[config.mk]
export PLATFORM = sky130hd
export DESIGN_NAME = knn_dist_sched_flat
export DESIGN_NICKNAME = d
export VERILOG_FILES = /design/src/rtl/knn_dist_sched_if.sv /design/src/rtl/knn_dist_sched.sv /design/src/flat_wrapper.sv
export SDC_FILE = /design/constraint.sdc
export NUM_CORES = 1
export LEC_CHECK = 0
export CAP_MARGIN = 20
export CORE_MARGIN = 3
export CORE_UTILIZATION = 40
export DETAILED_ROUTE_END_ITERATION = 7
export MAX_ROUTING_LAYER = met4
export PLACE_DENSITY = 0.71
export SETUP_SLACK_MARGIN = 0.1
export SYNTH_ARGS = -nofsm -noshare
export SYNTH_HDL_FRONTEND = slang
export SYNTH_SLANG_ARGS = --single-unit
export TNS_END_PERCENT = 50
[constraint.sdc]
create_clock -name clk_i -period 2.9 [get_ports clk_i]
set_input_delay 0.435 -clock clk_i [delete_from_list [all_inputs] [get_ports clk_i]]
set_output_delay 0.435 -clock clk_i [all_outputs]
set_load 0.01 [all_outputs]
[src/rtl/knn_dist_sched_if.sv]
// Bus between the k-NN scheduler (master) and the Manhattan distance unit (slave):
// a valid/ready request channel carrying two points, and a valid/yumi result channel.
interface knn_dist_sched_if #(
   parameter int WIDTH = 4
);
   logic                 dm_valid_o;
   logic                 dm_ready_i;
   logic [WIDTH-1:0]     dm_x1_o;
   logic [WIDTH-1:0]     dm_y1_o;
   logic [WIDTH-1:0]     dm_x2_o;
   logic [WIDTH-1:0]     dm_y2_o;
   logic                 dm_valid_i;
   logic [2*WIDTH-1:0]   dm_dist_i;
   logic                 dm_yumi_o;

   modport master (
      output dm_valid_o, dm_x1_o, dm_y1_o, dm_x2_o, dm_y2_o, dm_yumi_o,
      input  dm_ready_i, dm_valid_i, dm_dist_i
   );

   modport slave (
      input  dm_valid_o, dm_x1_o, dm_y1_o, dm_x2_o, dm_y2_o, dm_yumi_o,
      output dm_ready_i, dm_valid_i, dm_dist_i
   );
endinterface

[src/rtl/knn_dist_sched.sv]
// k-NN distance scheduler: stores N_PTS labelled points, streams each one with a latched
// query to the distance unit, and keeps a sorted list of the K nearest (distance, label).
module knn_dist_sched #(
   parameter int WIDTH = 4,
   parameter int N_PTS = 8,
   parameter int K     = 3,
   parameter int LBL_W = 2,
   localparam int AW   = (N_PTS > 1) ? $clog2(N_PTS) : 1,
   localparam int DW   = 2 * WIDTH
) (
   input  logic                 clk_i,
   input  logic                 rst_ni,
   input  logic                 pt_we_i,
   input  logic [AW-1:0]        pt_addr_i,
   input  logic [WIDTH-1:0]     pt_x_i,
   input  logic [WIDTH-1:0]     pt_y_i,
   input  logic [LBL_W-1:0]     pt_lbl_i,
   input  logic                 start_i,
   input  logic [WIDTH-1:0]     qx_i,
   input  logic [WIDTH-1:0]     qy_i,
   knn_dist_sched_if.master     dm,
   output logic                 busy_o,
   output logic                 done_o,
   output logic [K*DW-1:0]      knn_dist_o,
   output logic [K*LBL_W-1:0]   knn_lbl_o
);
   typedef enum logic [1:0] {S_IDLE, S_ISSUE, S_COLLECT, S_DONE} state_t;

   state_t            state_q, state_d;
   logic [AW-1:0]     idx_q, idx_d;
   logic [WIDTH-1:0]  qx_q, qx_d, qy_q, qy_d;
   logic [DW-1:0]     dist_q [K];
   logic [DW-1:0]     dist_d [K];
   logic [LBL_W-1:0]  lbl_q  [K];
   logic [LBL_W-1:0]  lbl_d  [K];

   logic [WIDTH-1:0]  mem_x_q   [N_PTS];
   logic [WIDTH-1:0]  mem_y_q   [N_PTS];
   logic [LBL_W-1:0]  mem_lbl_q [N_PTS];
   logic              mem_we;
   logic [31:0]       addr_ext;

   logic [K-1:0]      lt;
   logic [DW-1:0]     ins_dist [K];
   logic [LBL_W-1:0]  ins_lbl  [K];
   logic [LBL_W-1:0]  cur_lbl;

   // Writes are only honoured while idle so a running search sees a frozen point set.
   assign addr_ext = 32'(pt_addr_i);
   assign mem_we   = pt_we_i && (state_q == S_IDLE) && (addr_ext < 32'(N_PTS));

   // Point memory write port (contents survive reset).
   always_ff @(posedge clk_i) begin
      if (mem_we) begin
         mem_x_q[pt_addr_i]   <= pt_x_i;
         mem_y_q[pt_addr_i]   <= pt_y_i;
         mem_lbl_q[pt_addr_i] <= pt_lbl_i;
      end
   end

   assign cur_lbl    = mem_lbl_q[idx_q];
   assign dm.dm_x1_o = qx_q;
   assign dm.dm_y1_o = qy_q;
   assign dm.dm_x2_o = mem_x_q[idx_q];
   assign dm.dm_y2_o = mem_y_q[idx_q];
   assign busy_o     = (state_q != S_IDLE);

   // Sorted-insert network: the list is ascending, so lt[] is a thermometer code.
   // Slot j takes the new entry at the first strict-less slot and the shifted-down
   // neighbour above it; equal distances never displace, keeping earlier points lower.
   genvar gi;
   generate
      for (gi = 0; gi < K; gi++) begin : g_ins
         assign lt[gi] = (dm.dm_dist_i < dist_q[gi]);
         if (gi == 0) begin : g_first
            assign ins_dist[gi] = lt[gi] ? dm.dm_dist_i : dist_q[gi];
            assign ins_lbl[gi]  = lt[gi] ? cur_lbl      : lbl_q[gi];
         end else begin : g_rest
            assign ins_dist[gi] = lt[gi-1] ? dist_q[gi-1] : (lt[gi] ? dm.dm_dist_i : dist_q[gi]);
            assign ins_lbl[gi]  = lt[gi-1] ? lbl_q[gi-1]  : (lt[gi] ? cur_lbl      : lbl_q[gi]);
         end
         assign knn_dist_o[gi*DW +: DW]       = dist_q[gi];
         assign knn_lbl_o[gi*LBL_W +: LBL_W]  = lbl_q[gi];
      end
   endgenerate

   // Next-state, handshake outputs and list update.
   always_comb begin
      state_d       = state_q;
      idx_d         = idx_q;
      qx_d          = qx_q;
      qy_d          = qy_q;
      dist_d        = dist_q;
      lbl_d         = lbl_q;
      dm.dm_valid_o = 1'b0;
      dm.dm_yumi_o  = 1'b0;
      done_o        = 1'b0;
      case (state_q)
         S_IDLE: begin
            if (start_i) begin
               qx_d  = qx_i;
               qy_d  = qy_i;
               idx_d = '0;
               for (int j = 0; j < K; j++) begin
                  dist_d[j] = '1;
                  lbl_d[j]  = '0;
               end
               state_d = S_ISSUE;
            end
         end
         S_ISSUE: begin
            dm.dm_valid_o = 1'b1;
            if (dm.dm_ready_i) state_d = S_COLLECT;
         end
         S_COLLECT: begin
            dm.dm_yumi_o = dm.dm_valid_i;
            if (dm.dm_valid_i) begin
               dist_d = ins_dist;
               lbl_d  = ins_lbl;
               if (idx_q == AW'(N_PTS - 1)) begin
                  state_d = S_DONE;
               end else begin
                  idx_d   = idx_q + AW'(1);
                  state_d = S_ISSUE;
               end
            end
         end
         default: begin
            done_o  = 1'b1;
            state_d = S_IDLE;
         end
      endcase
   end

   // State, query and result registers; reset abandons any search in flight.
   always_ff @(posedge clk_i or negedge rst_ni) begin
      if (!rst_ni) begin
         state_q <= S_IDLE;
         idx_q   <= '0;
         qx_q    <= '0;
         qy_q    <= '0;
         for (int j = 0; j < K; j++) begin
            dist_q[j] <= '1;
            lbl_q[j]  <= '0;
         end
      end else begin
         state_q <= state_d;
         idx_q   <= idx_d;
         qx_q    <= qx_d;
         qy_q    <= qy_d;
         dist_q  <= dist_d;
         lbl_q   <= lbl_d;
      end
   end
endmodule

[src/flat_wrapper.sv]
// flat-port wrapper written by rule: the top's interface ports become plain ports
module knn_dist_sched_flat 
#(
   parameter int WIDTH = 4,
   parameter int N_PTS = 8,
   parameter int K     = 3,
   parameter int LBL_W = 2,
   localparam int AW   = (N_PTS > 1) ? $clog2(N_PTS) : 1,
   localparam int DW   = 2 * WIDTH
)
  (clk_i, rst_ni, pt_we_i, pt_addr_i, pt_x_i, pt_y_i, pt_lbl_i, start_i, qx_i, qy_i, busy_o, done_o, knn_dist_o, knn_lbl_o, dm_dm_valid_o, dm_dm_x1_o, dm_dm_y1_o, dm_dm_x2_o, dm_dm_y2_o, dm_dm_yumi_o, dm_dm_ready_i, dm_dm_valid_i, dm_dm_dist_i);
  knn_dist_sched_if #(.WIDTH(WIDTH)) dm_i ();
  input  logic clk_i;
  input  logic rst_ni;
  input  logic pt_we_i;
  input  logic [AW-1:0] pt_addr_i;
  input  logic [WIDTH-1:0] pt_x_i;
  input  logic [WIDTH-1:0] pt_y_i;
  input  logic [LBL_W-1:0] pt_lbl_i;
  input  logic start_i;
  input  logic [WIDTH-1:0] qx_i;
  input  logic [WIDTH-1:0] qy_i;
  output logic busy_o;
  output logic done_o;
  output logic [K*DW-1:0] knn_dist_o;
  output logic [K*LBL_W-1:0] knn_lbl_o;
  output wire logic [$bits(dm_i.dm_valid_o)-1:0] dm_dm_valid_o;
  output wire logic [$bits(dm_i.dm_x1_o)-1:0] dm_dm_x1_o;
  output wire logic [$bits(dm_i.dm_y1_o)-1:0] dm_dm_y1_o;
  output wire logic [$bits(dm_i.dm_x2_o)-1:0] dm_dm_x2_o;
  output wire logic [$bits(dm_i.dm_y2_o)-1:0] dm_dm_y2_o;
  output wire logic [$bits(dm_i.dm_yumi_o)-1:0] dm_dm_yumi_o;
  input wire logic [$bits(dm_i.dm_ready_i)-1:0] dm_dm_ready_i;
  input wire logic [$bits(dm_i.dm_valid_i)-1:0] dm_dm_valid_i;
  input wire logic [$bits(dm_i.dm_dist_i)-1:0] dm_dm_dist_i;
  assign dm_dm_valid_o = dm_i.dm_valid_o;
  assign dm_dm_x1_o = dm_i.dm_x1_o;
  assign dm_dm_y1_o = dm_i.dm_y1_o;
  assign dm_dm_x2_o = dm_i.dm_x2_o;
  assign dm_dm_y2_o = dm_i.dm_y2_o;
  assign dm_dm_yumi_o = dm_i.dm_yumi_o;
  assign dm_i.dm_ready_i = dm_dm_ready_i;
  assign dm_i.dm_valid_i = dm_dm_valid_i;
  assign dm_i.dm_dist_i = dm_dm_dist_i;
  knn_dist_sched #(.WIDTH(WIDTH), .N_PTS(N_PTS), .K(K), .LBL_W(LBL_W)) u_core (.clk_i(clk_i), .rst_ni(rst_ni), .pt_we_i(pt_we_i), .pt_addr_i(pt_addr_i), .pt_x_i(pt_x_i), .pt_y_i(pt_y_i), .pt_lbl_i(pt_lbl_i), .start_i(start_i), .qx_i(qx_i), .qy_i(qy_i), .dm(dm_i), .busy_o(busy_o), .done_o(done_o), .knn_dist_o(knn_dist_o), .knn_lbl_o(knn_lbl_o));
endmodule
==> results.sh <==
export IMPL_outcome="finished, final reports clean"
export IMPL_post_route_period_util_pct=94.0
export IMPL_fin_ws_ns=0.175
export IMPL_gr_total_overflow=0
export IMPL_fin_hold_ws_ns=0.178
export IMPL_gp_congestion=0.863
export IMPL_final_area_um2=7520
export IMPL_leakagePower_nw=3.07
export IMPL_viasPerCell=5.22
export IMPL_first_iter_violations=205
export IMPL_worst_setup_path_type="flip-flop to output pin"
export IMPL_fin_nets=541
export IMPL_drt_wl_total_um=12700
export IMPL_worstSkewPairLatency_ns=0.41
export IMPL_yosysSeqAreaShare_pct=61.5
export IMPL_fmax_ghz=0.367
export IMPL_cts_made_buffers=17
export IMPL_synth_edf_count=80
export IMPL_finalHoldViolCount=0
export IMPL_yosys_cell_types_count=42
export IMPL_area_delta_synth_final_pct=31.9
export IMPL_synth_flop_cell="edfxtp_1"
export IMPL_seq_area_um2=3510
export IMPL_vias=3509
export IMPL_grtUsageTotal_pct=17.1
export IMPL_synth_fp_nets=421
export IMPL_rrSetupSlack_ns=0.46
export IMPL_core_um2=13600
export IMPL_syn_inst=363
export IMPL_die_x_um=125
export IMPL_final_common_cell="clkdlybuf4s50_1"
export IMPL_wire_per_inst_um=18.9
export IMPL_slew_headroom_pct=36.9
export IMPL_grt_pass1_wl_um=20100
export IMPL_hp_class="input port to async pin"
export IMPL_first_pass_iters=6
export IMPL_ys_seq_elements=123
export IMPL_cts_root_buffer="clkbuf_16"
export IMPL_multiInputGateArea_um2=2020
export IMPL_finish_utilization_pct=55.2
export IMPL_layout_drive_gt1_share_pct=28.6
export IMPL_pre_cts_ws_ns=0.0693
export IMPL_fillers=1090
export IMPL_crit_path_max_fanout=12
export IMPL_period_minus_slack_ns=2.72
export IMPL_cts_tree="done"
export IMPL_p_per_area_nw_per_um2=883
export IMPL_worst_ep_arrival_time_ns=2.29
export IMPL_io_pins=85
export IMPL_cts_sinks=123
export IMPL_clk_path_buf_depth=2
export IMPL_startpoint="u_core.idx_q[0]"
export IMPL_r2r_start="u_core.knn_dist_o[17]"
export IMPL_fin_tns_setup_ns=0
export IMPL_first_global_vias=3718
export IMPL_antenna_found_initial=0
export IMPL_final_max_slew_viol_count=0
export IMPL_route_detailed_drc=0
export IMPL_place_area_um2=6910
export IMPL_synthesis_area_per_instance_um2=15.7
export IMPL_die_height_um=125
export IMPL_grt_start_max_net_pins=44
export IMPL_cap_violations=0
export IMPL_h_tree_depth=4
export IMPL_rows=42
export IMPL_rsz0062_at_grt="no"
export IMPL_mostFrequentLayoutCells="clkdlybuf4s50_1 (82), edfxtp_1 (80), mux2i_1 (30), mux2_2 (29)"
export IMPL_setup_viol=0
export IMPL_clk_pin_slew_ns=0.06
export IMPL_critPathLaunchType="flip-flop"
export IMPL_dp_final_hpwl_um=8870
export IMPL_netlist_area_um2=5700
export IMPL_start_util_pct=41.9
export IMPL_rr_endpoint="u_core.knn_lbl_o[5]"
export IMPL_io_buffers=84
export IMPL_ant_nets=0
export IMPL_num_antenna_cells=0
export IMPL_async_flop_share_pct=35.0
export IMPL_yosysWarningCount=0
export IMPL_reg2regPathDepth=8
export IMPL_ir_drop_mv=0.514
export IMPL_die_area_um2=15700
export IMPL_crit_path_end="dm_dm_x2_o[3]"
export IMPL_tightest_slew_ns=0.947
export IMPL_clock_skew_ns=0.00816
export IMPL_crit_path_end_kind="output pin"
export IMPL_cts_hold_buf=0
export IMPL_cp_required_ns=2.47
-- flip-flops by register name, indices dropped and copies added, names as in the netlist --
signal,count
u_core.dm.dm_x1_o,4
u_core.idx_q,3
u_core.state_q,2
u_core.mem_lbl_q,16
u_core.dm.dm_y1_o,4
u_core.knn_lbl_o,6
u_core.mem_x_q,32
u_core.mem_y_q,32
u_core.knn_dist_o,24
-- cell usage after synthesis, types with 3 or more instances --
library cell	n	area [um2]
nor2_1	27	101
o21a_1	3	22.5
nand3_1	3	15.0
a21oi_1	7	35.0
mux2i_1	30	300
buf_2	5	25.0
dfrtp_1	19	475
a21o_1	3	22.5
nand2_1	8	30.0
and2_1	3	18.8
a22o_1	5	43.8
edfxtp_1	80	2400
clkbuf_1	3	11.3
o21ai_0	3	15.0
nand2b_1	6	37.5
mux4_2	20	450
a2bb2oi_1	8	70.1
mux2_2	29	327
ha_1	23	288
dfstp_2	24	631
inv_1	26	97.6
-- repair_timing --
item | in CTS | in global routing
resized for setup | 0 | 2
setup buffers | 0 | 2
setup endpoints to repair | 0 | 8
endpoints found under the hold margin | 0 | 0
-- kinds of logic (layout without fill, tap and decap cells) --
family,after synthesis,after routing,synth area share (%)
AOI/OAI and AO/OA,42,42,6.78
adders and majority gates,23,23,5.05
buffers and inverters,39,172,2.94
DFF,123,123,61.5
muxes,79,79,18.9
and+or+nand+nor,57,57,4.79
-- per-layer routing --
metal / routed length [um] / global-route usage, % / share of wire, % / vias to the layer above
met5: 0 / - / 0 / -
met4: 137 / 5.23 / 1.1 / 0
met3: 754 / 5.07 / 5.9 / 15
met2: 6140 / 26.8 / 48 / 104
met1: 5680 / 21.7 / 45 / 1757
li1: - / - / - / 1633
-- worst max-delay path, stage by stage, from the launching register on --
cell and delay [ns]:
dfrtp_2 0.41, buf_12 0.17, mux4_2 0.51, mux2_2 0.29, clkdlybuf4s50_1 0.48
-- where the power goes --
group	switching (W)	internal (W)	total (W)
combinational	0.00103	0.00128	0.00231
sequential	0.000195	0.00216	0.00236
clock	0.000748	0.00122	0.00197
total	0.00198	0.00466	0.00664
-- stage by stage --
stage / total power [W] / instances
after CTS: 0.00664 / 669
after global routing: 0.00697 / 672
after floorplan: 0.00367 / 363
after detailed placement: 0.00465 / 637
final: 0.00664 / 672
after global placement: 0.00461 / 637
-- worst min path at each step --
stage                     slack [ns]  depth (start not counted)                 start              endpoint
after floorplan                 0.14                          0                rst_ni  u_core.dm.dm_x1_o[0]
after global placement          0.49                          2  u_core.knn_dist_o[0]  u_core.knn_dist_o[0]
after detailed placement        0.50                          1  u_core.dm.dm_y1_o[0]  u_core.dm.dm_y1_o[0]
after CTS                       0.20                          1                rst_ni   u_core.knn_lbl_o[4]
after global routing            0.26                          1                rst_ni   u_core.knn_lbl_o[4]
final                           0.18                          1                rst_ni   u_core.knn_lbl_o[4]
-- final cells by class --
class                      count  area share (%)
sequential                   123            46.7
multi-input combinational    201            26.9
timing repair buffer         114            14.7
clock buffer                  21            6.13
tap                          176            2.93
clock inverter                11            1.31
inverter                      26            1.30
(Power assumes the default switching activity.)
